[src/rtl/uart_pkg.sv]
// Shared UART register map, CON bit positions and FSM encodings.
// No latency or backpressure: constants and types only.
package uart_pkg;
    localparam logic [1:0] REG_TXD = 2'd0;
    localparam logic [1:0] REG_RXD = 2'd1;
    localparam logic [1:0] REG_CON = 2'd2;

    localparam int CON_TX_BUSY  = 0;
    localparam int CON_RX_VALID = 1;
    localparam int CON_RX_OVR   = 2;
    localparam int CON_TX_DONE  = 3;

    typedef enum logic [1:0] {
        ST_IDLE  = 2'd0,
        ST_START = 2'd1,
        ST_DATA  = 2'd2,
        ST_STOP  = 2'd3
    } uart_state_t;
endpackage

[src/rtl/uart_baud_cnt.sv]
// Loadable baud down-counter; tick is high for one cycle when it hits 0 while enabled.
// Latency: first tick load_val+1 cycles after load, then every DIV cycles; no backpressure.
module uart_baud_cnt #(
    parameter int DIV = 16,
    parameter int CW  = $clog2(DIV)
) (
    input  logic          clk,
    input  logic          rst,
    input  logic          en,
    input  logic          load,
    input  logic [CW-1:0] load_val,
    output logic          tick
);
    logic [CW-1:0] cnt;

    assign tick = en && (cnt == '0);

    always_ff @(posedge clk) begin
        if (rst) begin
            cnt <= '0;
        end else if (load) begin
            cnt <= load_val;
        end else if (en) begin
            cnt <= (cnt == '0) ? CW'(DIV - 1) : cnt - CW'(1);
        end
    end
endmodule

[src/rtl/mmio_uart.sv]
// Memory-mapped 8N1 UART: TXD/RXD/CON registers on the CPU data bus, combinational reads.
// Latency: TX starts the cycle after the store; stores while busy are dropped, no stall.
module mmio_uart
    import uart_pkg::*;
#(
    parameter int          BAUD_DIV  = 5208,
    parameter logic [31:0] BASE_ADDR = 32'h4000_0018
) (
    input  logic        clk,
    input  logic        rst,
    input  logic        MemRd,
    input  logic        MemWr,
    input  logic [31:0] Addr,
    input  logic [31:0] WrData,
    output logic [31:0] RdData,
    output logic        Hit,
    input  logic        uart_rx,
    output logic        uart_tx
);
    localparam int            CW      = $clog2(BAUD_DIV);
    localparam logic [CW-1:0] FULL_LD = CW'(BAUD_DIV - 1);
    localparam logic [CW-1:0] HALF_LD = CW'(BAUD_DIV / 2 - 1);

    // Addresses below the base wrap to a huge offset and fail the range test.
    logic [29:0] word_off;
    logic [1:0]  reg_sel;
    assign word_off = Addr[31:2] - BASE_ADDR[31:2];
    assign Hit      = (word_off < 30'd3);
    assign reg_sel  = word_off[1:0];

    logic unused_bits;
    assign unused_bits = ^{WrData[31:8], Addr[1:0]};

    logic wr_txd, rd_rxd, rd_con;
    assign wr_txd = Hit && MemWr && (reg_sel == REG_TXD);
    assign rd_rxd = Hit && MemRd && (reg_sel == REG_RXD);
    assign rd_con = Hit && MemRd && (reg_sel == REG_CON);

    uart_state_t tx_state, rx_state;
    logic [7:0]  tx_sh, rx_sh, rx_data;
    logic [2:0]  tx_idx, rx_idx;
    logic        tx_tick, rx_tick;
    logic        tx_done, rx_valid, rx_overrun;
    logic        tx_busy, tx_fin, rx_ok;
    logic        rx_m, rx_s, rx_q, rx_fall;

    assign tx_busy = (tx_state != ST_IDLE);
    assign tx_fin  = (tx_state == ST_STOP) && tx_tick;
    assign rx_fall = rx_q && !rx_s;
    assign rx_ok   = (rx_state == ST_STOP) && rx_tick && rx_s;

    uart_baud_cnt #(.DIV(BAUD_DIV), .CW(CW)) u_tx_baud (
        .clk      (clk),
        .rst      (rst),
        .en       (tx_busy),
        .load     (wr_txd && !tx_busy),
        .load_val (FULL_LD),
        .tick     (tx_tick)
    );

    // RX first load is half a bit so every later tick lands mid-bit.
    uart_baud_cnt #(.DIV(BAUD_DIV), .CW(CW)) u_rx_baud (
        .clk      (clk),
        .rst      (rst),
        .en       (rx_state != ST_IDLE),
        .load     ((rx_state == ST_IDLE) && rx_fall),
        .load_val (HALF_LD),
        .tick     (rx_tick)
    );

    always_ff @(posedge clk) begin
        if (rst) begin
            tx_state <= ST_IDLE;
            tx_sh    <= '0;
            tx_idx   <= '0;
            uart_tx  <= 1'b1;
        end else begin
            case (tx_state)
                ST_IDLE: if (wr_txd) begin
                    tx_sh    <= WrData[7:0];
                    tx_idx   <= '0;
                    uart_tx  <= 1'b0;
                    tx_state <= ST_START;
                end
                ST_START: if (tx_tick) begin
                    uart_tx  <= tx_sh[0];
                    tx_sh    <= tx_sh >> 1;
                    tx_state <= ST_DATA;
                end
                ST_DATA: if (tx_tick) begin
                    if (tx_idx == 3'd7) begin
                        uart_tx  <= 1'b1;
                        tx_state <= ST_STOP;
                    end else begin
                        uart_tx <= tx_sh[0];
                        tx_sh   <= tx_sh >> 1;
                        tx_idx  <= tx_idx + 3'd1;
                    end
                end
                ST_STOP: if (tx_tick) tx_state <= ST_IDLE;
                default: tx_state <= ST_IDLE;
            endcase
        end
    end

    always_ff @(posedge clk) begin
        if (rst) begin
            rx_m     <= 1'b1;
            rx_s     <= 1'b1;
            rx_q     <= 1'b1;
            rx_state <= ST_IDLE;
            rx_sh    <= '0;
            rx_idx   <= '0;
        end else begin
            rx_m <= uart_rx;
            rx_s <= rx_m;
            rx_q <= rx_s;
            case (rx_state)
                ST_IDLE: if (rx_fall) rx_state <= ST_START;
                ST_START: if (rx_tick) begin
                    rx_idx   <= '0;
                    rx_state <= rx_s ? ST_IDLE : ST_DATA;
                end
                ST_DATA: if (rx_tick) begin
                    rx_sh <= {rx_s, rx_sh[7:1]};
                    if (rx_idx == 3'd7) rx_state <= ST_STOP;
                    else                rx_idx   <= rx_idx + 3'd1;
                end
                ST_STOP: if (rx_tick) rx_state <= ST_IDLE;
                default: rx_state <= ST_IDLE;
            endcase
        end
    end

    // Flag sets take priority over read-to-clear in the same cycle.
    always_ff @(posedge clk) begin
        if (rst) begin
            rx_data    <= '0;
            rx_valid   <= 1'b0;
            rx_overrun <= 1'b0;
            tx_done    <= 1'b0;
        end else begin
            if (rx_ok) rx_data <= rx_sh;
            if (rx_ok)       rx_valid <= 1'b1;
            else if (rd_rxd) rx_valid <= 1'b0;
            if (rx_ok && rx_valid && !rd_rxd) rx_overrun <= 1'b1;
            else if (rd_con)                  rx_overrun <= 1'b0;
            if (tx_fin)      tx_done <= 1'b1;
            else if (rd_con) tx_done <= 1'b0;
        end
    end

    always_comb begin
        RdData = '0;
        if (Hit && MemRd) begin
            case (reg_sel)
                REG_RXD: RdData = {24'b0, rx_data};
                REG_CON: begin
                    RdData[CON_TX_BUSY]  = tx_busy;
                    RdData[CON_RX_VALID] = rx_valid;
                    RdData[CON_RX_OVR]   = rx_overrun;
                    RdData[CON_TX_DONE]  = tx_done;
                end
                default: RdData = '0;
            endcase
        end
    end
endmodule

[config.mk]
export PLATFORM = sky130hd
export DESIGN_NAME = mmio_uart
export DESIGN_NICKNAME = d
export VERILOG_FILES = /design/src/rtl/uart_pkg.sv /design/src/rtl/uart_baud_cnt.sv /design/src/rtl/mmio_uart.sv
export SDC_FILE = /design/constraint.sdc
export NUM_CORES = 1
export LEC_CHECK = 0
export ABC_AREA = 1
export CORE_UTILIZATION = 55
export DETAILED_ROUTE_END_ITERATION = 8
export PLACE_DENSITY = 0.9
export SETUP_SLACK_MARGIN = 0.02
export SYNTH_ARGS = -nofsm -noshare
export SYNTH_HDL_FRONTEND = slang
export SYNTH_HIERARCHICAL = 1
export SYNTH_SLANG_ARGS = --single-unit
[constraint.sdc]
create_clock -name clk -period 5.7 [get_ports clk]
set_clock_uncertainty 0.2 [all_clocks]
set_input_delay 0.57 -clock clk [delete_from_list [all_inputs] [get_ports clk]]
set_output_delay 0.57 -clock clk [all_outputs]
set_load 0.03 [all_outputs]
==> results of run 1 <==
## worst min path at each step
stage | to | slack [ns]
2_1_floorplan | rx_s | 0.19
3_3_place_gp | rx_s | 0.20
3_5_place_dp | rx_s | 0.20
4_1_cts | rx_s | 0.21
5_1_grt | rx_s | 0.23
6_report | rx_s | 0.22
## registers in the layout, indices dropped and copies added, names as in the netlist, 2 cells and up, named ones only
| name | count |
|---|---|
| rx_sh | 8 |
| u_tx_baud/cnt | 13 |
| rx_data | 8 |
| tx_idx | 3 |
| u_rx_baud/cnt | 13 |
| tx_state | 2 |
| rx_idx | 3 |
| tx_sh | 8 |
## logic make-up (layout without fill, tap and decap cells)
logic type,count (synthesis),in the layout,share of synthesized area
AOI/OAI and AO/OA,120,120,0.1426
xor gates and xnor gates,13,13,0.02343
adders and majority gates,18,18,0.04634
buffers and inverters,123,155,0.1184
DFF,67,67,0.2760
other,2,50,0.001545
and+or+nand+nor,407,407,0.3916
## per-layer routing
| metal | wire length [um] | GRT usage |
|---|---|---|
| met1 | 4874 | 0.2967 |
| met2 | 5677 | 0.4764 |
| met3 | 582 | 0.04107 |
| met4 | 214 | 0.1095 |
| met5 | 0 | 0 |
## where the power goes
group | internal (mW) | leakage (nW) | switching [mW]
Clock | 0.208 | 0.0950 | 0.169
Sequential | 0.479 | 0.542 | 0.0114
Combinational | 0.0807 | 1.93 | 0.141
## final cells by class
class                           instances  share of cell area
Tap cell                              105             0.02331
Multi-Input combinational cell        608              0.5542
Clock buffer                           11             0.02509
Timing Repair Buffer                   53             0.09369
Sequential cell                        67              0.2380
Clock inverter                          3            0.007105
Inverter                               88             0.05861
## cells in the final DEF (no fill, tap or decap), types with 5 or more instances in the layout
cell,instances
sky130_fd_sc_hd__a22oi_1,9
sky130_fd_sc_hd__nand2_2,9
sky130_fd_sc_hd__dfxtp_1,67
sky130_fd_sc_hd__ha_1,18
sky130_fd_sc_hd__inv_2,8
sky130_fd_sc_hd__clkbuf_8,10
sky130_fd_sc_hd__clkdlybuf4s50_1,52
sky130_fd_sc_hd__o21ai_0,29
sky130_fd_sc_hd__nand4_1,17
sky130_fd_sc_hd__nor2_2,17
sky130_fd_sc_hd__inv_1,79
sky130_fd_sc_hd__nand3b_1,6
sky130_fd_sc_hd__nor2_1,92
sky130_fd_sc_hd__o21ai_1,7
sky130_fd_sc_hd__nand2_1,191
sky130_fd_sc_hd__a21oi_1,58
sky130_fd_sc_hd__conb_1,50
sky130_fd_sc_hd__xor2_1,10
sky130_fd_sc_hd__nand3_1,46
sky130_fd_sc_hd__nor3_1,5
sky130_fd_sc_hd__o221ai_1,6
sky130_fd_sc_hd__nor2_4,8
==> results, run 1 <==
- The flow ran to the end, and the final reports show no timing, DRC or antenna violations.
- Gates resized during post-CTS repair numbered 0.
- Entering global routing, the biggest net connects 40 pins.
- Headroom to the max-slew limit came out at 0.2935.
- Leaving out filler cells and counting taps, the final layout contains a little over 900.
- The setup slack of the worst register-to-register path is 2.41 ns.
- Ranked by instance count, the synthesized netlist is headed by 191 x sky130_fd_sc_hd__nand2_1, 92 x sky130_fd_sc_hd__nor2_1, 79 x sky130_fd_sc_hd__inv_1.
- The path depth of the worst reg2reg path is 11.
- Summed over all layers, the routed wires come to 11350 um.
- The height of the chip is 96 um.
- The cell repeated most along the worst path is sky130_fd_sc_hd__nand2_1.
- At the pin with the least slew margin, the transition time is about 1.1 ns.
- The average instance in the mapped netlist occupies 6.480 um^2.
- Hold timing on the final database bottoms out at a slack of between 0.2 and 0.25 ns.
- For this run, the register share of the synthesized area comes to 0.2760.
- After routing the design area is about 5600 um^2.
- The total negative slack for setup checks is 0 ns.
- IR analysis of the VDD net gives a maximum drop of 0.1515 mV.
- The number of vias per cell after detailed routing is around 5.3.
- The cell type group with the largest total delay on the critical path is buffers and inverters.
- The net count of the finished layout is 914.
- The count of flip-flops with a built-in enable after synthesis is 0.
- For this configuration, the core starts out at a cell density of 0.5798.
- The final-layout fill cell count is approximately 720.
- Of the post-synthesis cell area, the dominant cell type holds 0.2760.
- Summed over all nets, the half-perimeter wirelength after detailed placement is approximately 8600 um.
- The first global-routing pass estimated 19040 um of wire.
- Summing all placed instances gives a cell area of around 5500 um^2.
- For this run, the slowest stage of the critical path takes roughly 0.73 ns.
- The tightest min-delay check is of the flip-flop to flip-flop type.
- The number of placed instances, taps included is 921.
- The max-slew violation count came to 0.
- Dividing the detail-routed wire length by the instance count gives 12.14 um.
- The start point of the critical path is Addr[3].
- The count of input and output buffers is 52.
- The maximum number of buffers from clock root to sink is 2.
- The area taken by multi-input logic gates is 3123 um^2.
- The number of register bits inferred by synthesis is between 60 and 70.
- TritonCTS built the clock tree.
- Ranked by total cell area, the synthesized netlist is headed by sky130_fd_sc_hd__dfxtp_1 28%, sky130_fd_sc_hd__nand2_1 15%, sky130_fd_sc_hd__nor2_1 7.1%.
- After clock tree synthesis, the setup repair step added 0 buffers.
- The most used flip-flop cell after synthesis is sky130_fd_sc_hd__dfxtp_1.
- After clock tree synthesis, the clock-pin slew on the worst setup and hold paths is ~0.07 ns.
- In this run the cell area of the synthesized design comes to between 4000 and 5000 um^2.
- The count of routing violations after the opening detailed-route iteration is 364.
- In this run the number of H-tree levels came out at 3.
- Counting instances, the worst hold path has a depth of 1.
- Relative to the synthesized area, the layout overhead comes to 15.96%.
- The first detailed-routing pass took 5 iterations.
- The highest clock frequency the design can meet is between 200 and 250 MHz.
- Across every metal layer, demand over resource in global routing totals 0.2600.
- The root buffer cell is sky130_fd_sc_hd__clkbuf_8.
- Among all cell types in the netlist, the one instantiated most often is sky130_fd_sc_hd__nand2_1.
- The overall power of the completed layout is around 1.1 mW.
- The async set-reset flop share out of synthesis is 0.
- The largest fanout of any net on the critical path is 5.
- The clock period minus final worst setup slack is 4.474 ns.
- The count of buffer and inverter cells on the critical path is 3.
- The critical path arrival is 3.70 ns.
- The worst path meets setup with roughly 1.2 ns of slack.
- The startpoint of the worst-slack reg-to-reg timing path is u_rx_baud/cnt[0].
- In the final layout, flip-flops and latches occupy between 1000 and 1500 um^2.
- The capture point of the worst path is RdData[3].
- The CTS sink count is 67.
- Setup repair after global routing left no endpoint under its margin.
- The path length in cells of the critical path is 15.
- The number of different library cells used by synthesis comes to between 40 and 50.
- The later-pin clock latency in the skew report is 0.34 ns.
- The critical path goes through clkdlybuf4s50_1 > ha_1 > inv_1 > nand2_2 > nor2_4 > nand2_2 > nor2_2 > nand2_1 > nand2_1 > nand3_1 > nor2_2 > and3_1 > nand2_1 > a211oi_1 > clkdlybuf4s50_1.
- Setup violations remaining at the end of the flow were counted as 0.
- In the finished design, the share of the clock period the worst path needs comes to 0.7849.
- The die covers between 9000 and 10000 um^2.
- The die is roughly 96 um wide.
- Counting the buffers created by CTS gives 9.
- Measured on the finished design, the core utilization comes to 0.6723.
- During synthesis, Yosys emitted a total of 6 warnings.
- The worst setup path is launched from a primary input.
- The DRC violation count after routing is 0.
- The congestion estimate from routability-driven global placement came to roughly 0.9.
- The total congestion overflow is 0.
- The initial antenna violation count came to 0.
- The placeable core region is between 8000 and 9000 um^2.
- Once detail routing completed, the nets flagged for antenna violations numbered 0.
- Summed over all instances, the cell type with the most area after synthesis is sky130_fd_sc_hd__dfxtp_1.
- For this design the top-level I/O count stands at between 100 and 150.
- The number of vias in the routed layout is 4960.
- The share of final-layout standard cells stronger than drive strength 1 is 0.08554.
- For this design, the slowest cell found on the critical path is sky130_fd_sc_hd__clkdlybuf4s50_1.
- The cell leakage power is between 2 and 3 nW.
- The category of the critical setup timing path is primary input to output port.
- The number of inserted diodes is 0.
- The origin of the worst min-delay path is rx_m.
- The final number of hold-violating endpoints is 0.
- The endpoint kind of the worst setup timing path is an output port.
- STA puts the critical path data required time at 4.93 ns.
- OpenSTA, run right after detailed placement, puts the worst setup slack at approximately 1.2 ns.
- The floorplan has 33 rows.
- In this run the critical register-to-register path is captured at rx_data[6].
- The total of hold buffers inserted after clock tree synthesis is 0.
- The number of global-route vias before repair is roughly 4600.
- The power density over the cells is ~190 nW/um^2.
- The post-synthesis instance total is 750.
- The max-capacitance violation count is 0.
Power figures use the tool's default switching activity.
==> inputs of run 2 (changes only) <==
--- a/config.mk
+++ b/config.mk
@@ -6,9 +6,9 @@
 export NUM_CORES = 1
 export LEC_CHECK = 0
 export ABC_AREA = 1
-export CORE_UTILIZATION = 55
+export CORE_UTILIZATION = 47
 export DETAILED_ROUTE_END_ITERATION = 8
-export PLACE_DENSITY = 0.9
+export PLACE_DENSITY = 0.83
 export SETUP_SLACK_MARGIN = 0.02
 export SYNTH_ARGS = -nofsm -noshare
 export SYNTH_HDL_FRONTEND = slang
==> constraint.sdc (replaced) <==
create_clock -name clk -period 3.8 [get_ports clk]
set_clock_uncertainty 0.2 [all_clocks]
set_input_delay 0.38 -clock clk [delete_from_list [all_inputs] [get_ports clk]]
set_output_delay 0.38 -clock clk [all_outputs]
set_load 0.03 [all_outputs]
==> run 2 against run 1 <==
Net effect: clock power up 50%; non-clock buffer count up 2; via count down 5.2%; register-to-register slack worse by 1.5 ns; largest power group unchanged; highest routed layer unchanged.
==> results, run 2 (synthesized netlist as in run 1, its figures left out) <==
- The clock period minus final worst setup slack is 3.520 ns.
- The number of vias per cell after detailed routing is 4.870 (-8.2%).
- The worst path required time is 3.22 ns (-1.71 ns).
- The cell that appears most often on the critical path is sky130_fd_sc_hd__nand2_1.
- The post-route cell area is 5662 um^2 (+0.47%).
- The run finished with clean final reports.
- The area growth from synthesis to final layout is 16.50%.
- The cell leakage power is 2.611 nW (+1.6%).
- The total congestion overflow is 0 (unchanged).
- Dividing the final minimum period by the clock period gives 0.9262.
- The final-layout fill cell count was 974 (+36%).
- Based on the critical path, the design can be clocked at up to between 200 and 300 MHz.
- The die width is 103.7 um (+8.0%).
- The total routing resource utilization after global routing was 0.1993 (-0.06068).
- The number of inserted diodes came to 0 (unchanged).
- The path depth of the worst reg2reg path is 10 (-1).
- The count of nets left with antenna violations after detail routing is 0 (unchanged).
- In the final layout, the registers with the most flip-flops are u_rx_baud/cnt x13, u_tx_baud/cnt x13.
- The DRC violation count after routing was 0 (unchanged).
- The count of standard-cell rows came to 36 (+9.1%).
- The critical path arrival is 2.94 ns (-0.76 ns).
- The max-slew violation count is 0 (unchanged).
- The initial antenna violation count is 0 (unchanged).
- The worst hold path belongs to the class flip-flop to flip-flop.
- In the layout the commonest cells are 191 x sky130_fd_sc_hd__nand2_1, 92 x sky130_fd_sc_hd__nor2_1, 79 x sky130_fd_sc_hd__inv_1.
- The library cell used most frequently in the layout, excluding fill and tap cells, is sky130_fd_sc_hd__nand2_1.
- The clock tree from TritonCTS is done.
- The wire length of the first global-routing pass is 18070 um (-5.1%).
- The number of cells traversed by the worst hold path came to 1 (unchanged).
- Traced cell by cell, the critical path runs through clkdlybuf4s50_1 > ha_1 > inv_1 > nand2_2 > nor2_8 > nand2_1 > nand2_1 > nand2_1 > nor2_1 > nand3_1 > nor2_2 > and3_1 > nand2_1 > a211oi_1 > buf_4.
- STA classifies the critical path startpoint as a primary input.
- The number of endpoints failing setup at the final stage is 0 (unchanged).
- The initial standard-cell utilization of the core is 0.4904 (-0.08938).
- The largest fanout of any net on the critical path is 9 (+4).
- The full die area is 10750 um^2 (+17%).
- The last weighted congestion value of the routability-driven placer is 0.8652 (-5.8%).
- The placed standard-cell area came to 5484 um^2 (+0.55%).
- The max-capacitance violation count is 0 (unchanged).
- The root buffer cell is sky130_fd_sc_hd__clkbuf_8.
- The worst-case setup slack after placement is 0.1920 ns (-1.054 ns).
- The max-slew headroom at the worst pin is 0.6087 (+0.3152).
- The setup slack of the worst register-to-register path is 0.96 ns (-1.45 ns).
- The count of input and output buffers is 52 (unchanged).
- The placeable core region was 9910 um^2 (+18%).
- The number of global-route vias before repair is 4262 (-7.3%).
- The standard cell with the maximum stage delay on the critical path is sky130_fd_sc_hd__clkdlybuf4s50_1.
- The power density over the cells is 286.8 nW/um^2 (+48%).
- The depth of the CTS H-tree was 3 (unchanged).
- The total negative slack for setup checks is 0 ns (unchanged).
- The clock transition at the registers of the reported paths came to 0.07 ns (about the same).
- The maximum number of pins on one net before global-route repair is 34 (-15%).
- The overall power of the completed layout is 1.624 mW (+49%).
- The final number of hold-violating endpoints was 0 (unchanged).
- The critical path's largest stage delay was 0.50 ns (-0.23 ns).
- The category of the critical setup timing path is primary input to output port.
- The share of final-layout standard cells stronger than drive strength 1 is 0.09604 (+0.01050).
- The number of I/O pins is 103 (unchanged).
- The maximum number of buffers from clock root to sink came to 2 (unchanged).
- The routed length per instance is 10.71 um (-12%).
- The half-perimeter wire length of the detailed placement result is 7771 um (-9.1%).
- The height of the chip is 103.7 um (+8.0%).
- The minimum setup slack in the final design is 0.2803 ns (-0.9458 ns).
- The number of clock buffers inserted by TritonCTS was 9 (unchanged).
- The count of routing violations after the opening detailed-route iteration was 170 (-53%).
- The worst IR drop on VDD is 0.1655 mV (+9.3%).
- The number of iterations in the first detailed-routing pass was 4 (-1).
- The worst-margin pin slew was 0.5859 ns (-0.4642 ns).
- The CTS sink count is 67 (unchanged).
- STA classifies the critical path endpoint as an output port.
- The later-pin clock latency in the skew report is 0.34 ns (about the same).
- Setup repair after global routing left no endpoint under its margin.
- The net count reported at finish came to 916 (+0.22%).
- The wire length after detailed routing is 10350 um (-8.8%).
- The number of vias in the routed layout is 4704 (-5.2%).
==> run 2: cell type report <==
class | instances | area, um^2 | share of cell area
repair buffers | 55 | 525.5 | 0.09282
flip-flops and latches | 67 | 1341 | 0.2369
multi-input cells | 608 | 3123 | 0.5516
clock inverters | 3 | 40.04 | 0.007072
inverters | 88 | 330.3 | 0.05834
clock buffers | 12 | 135.1 | 0.02387
well taps | 133 | 166.4 | 0.02939
==> run 2: worst paths after layout <==
kind                    start         to
setup / recovery      Addr[3]  RdData[3]
hold / removal           rx_m       rx_s
setup reg to reg  tx_state[1]   tx_sh[5]
hold reg to reg          rx_m       rx_s
==> run 2: power by group <==
| part | internal, mW | switching (mW) |
|---|---|---|
| combinational | 0.121 | 0.205 |
| sequential | 0.718 | 0.0161 |
| clock | 0.298 | 0.265 |
==> run 2: metrics by stage <==
stage | utilization | std cells | hold slack (ns)
final | 0.5713 | 966 | 0.2322
after global placement | 0.5534 | 951 | 0.2166
after global routing | 0.5713 | 966 | 0.2553
after detailed placement | 0.5534 | 951 | 0.2165
after floorplan | - | 798 | 0.1895
after CTS | 0.5711 | 966 | 0.2331
==> run 2: routing by layer <==
| metal | part of all wire | track usage | vias up | wire length, um |
|---|---|---|---|---|
| li1 | - | - | 2520 | - |
| met1 | 0.49 | 0.2487 | 2074 | 5046 |
| met2 | 0.46 | 0.3437 | 99 | 4780 |
| met3 | 0.038 | 0.03776 | 11 | 389 |
| met4 | 0.013 | 0.06735 | 0 | 131 |
| met5 | 0 | 0 | - | 0 |
==> run 2: repair_timing <==
action                                  in CTS  in global routing
hold buffers                                 0                  0
gates resized for setup                      0                  1
setup buffers                                0                  0
endpoints found under the setup margin       0                  1
==> run 2: critical path, delay by kind of cell <==
kind                     cells  cell delay [ns]
AND/OR/NAND/NOR             10             1.23
buffers and inverters        3             0.80
AO/OA/AOI/OAI                1             0.28
adder cells (fa/ha/maj)      1             0.25
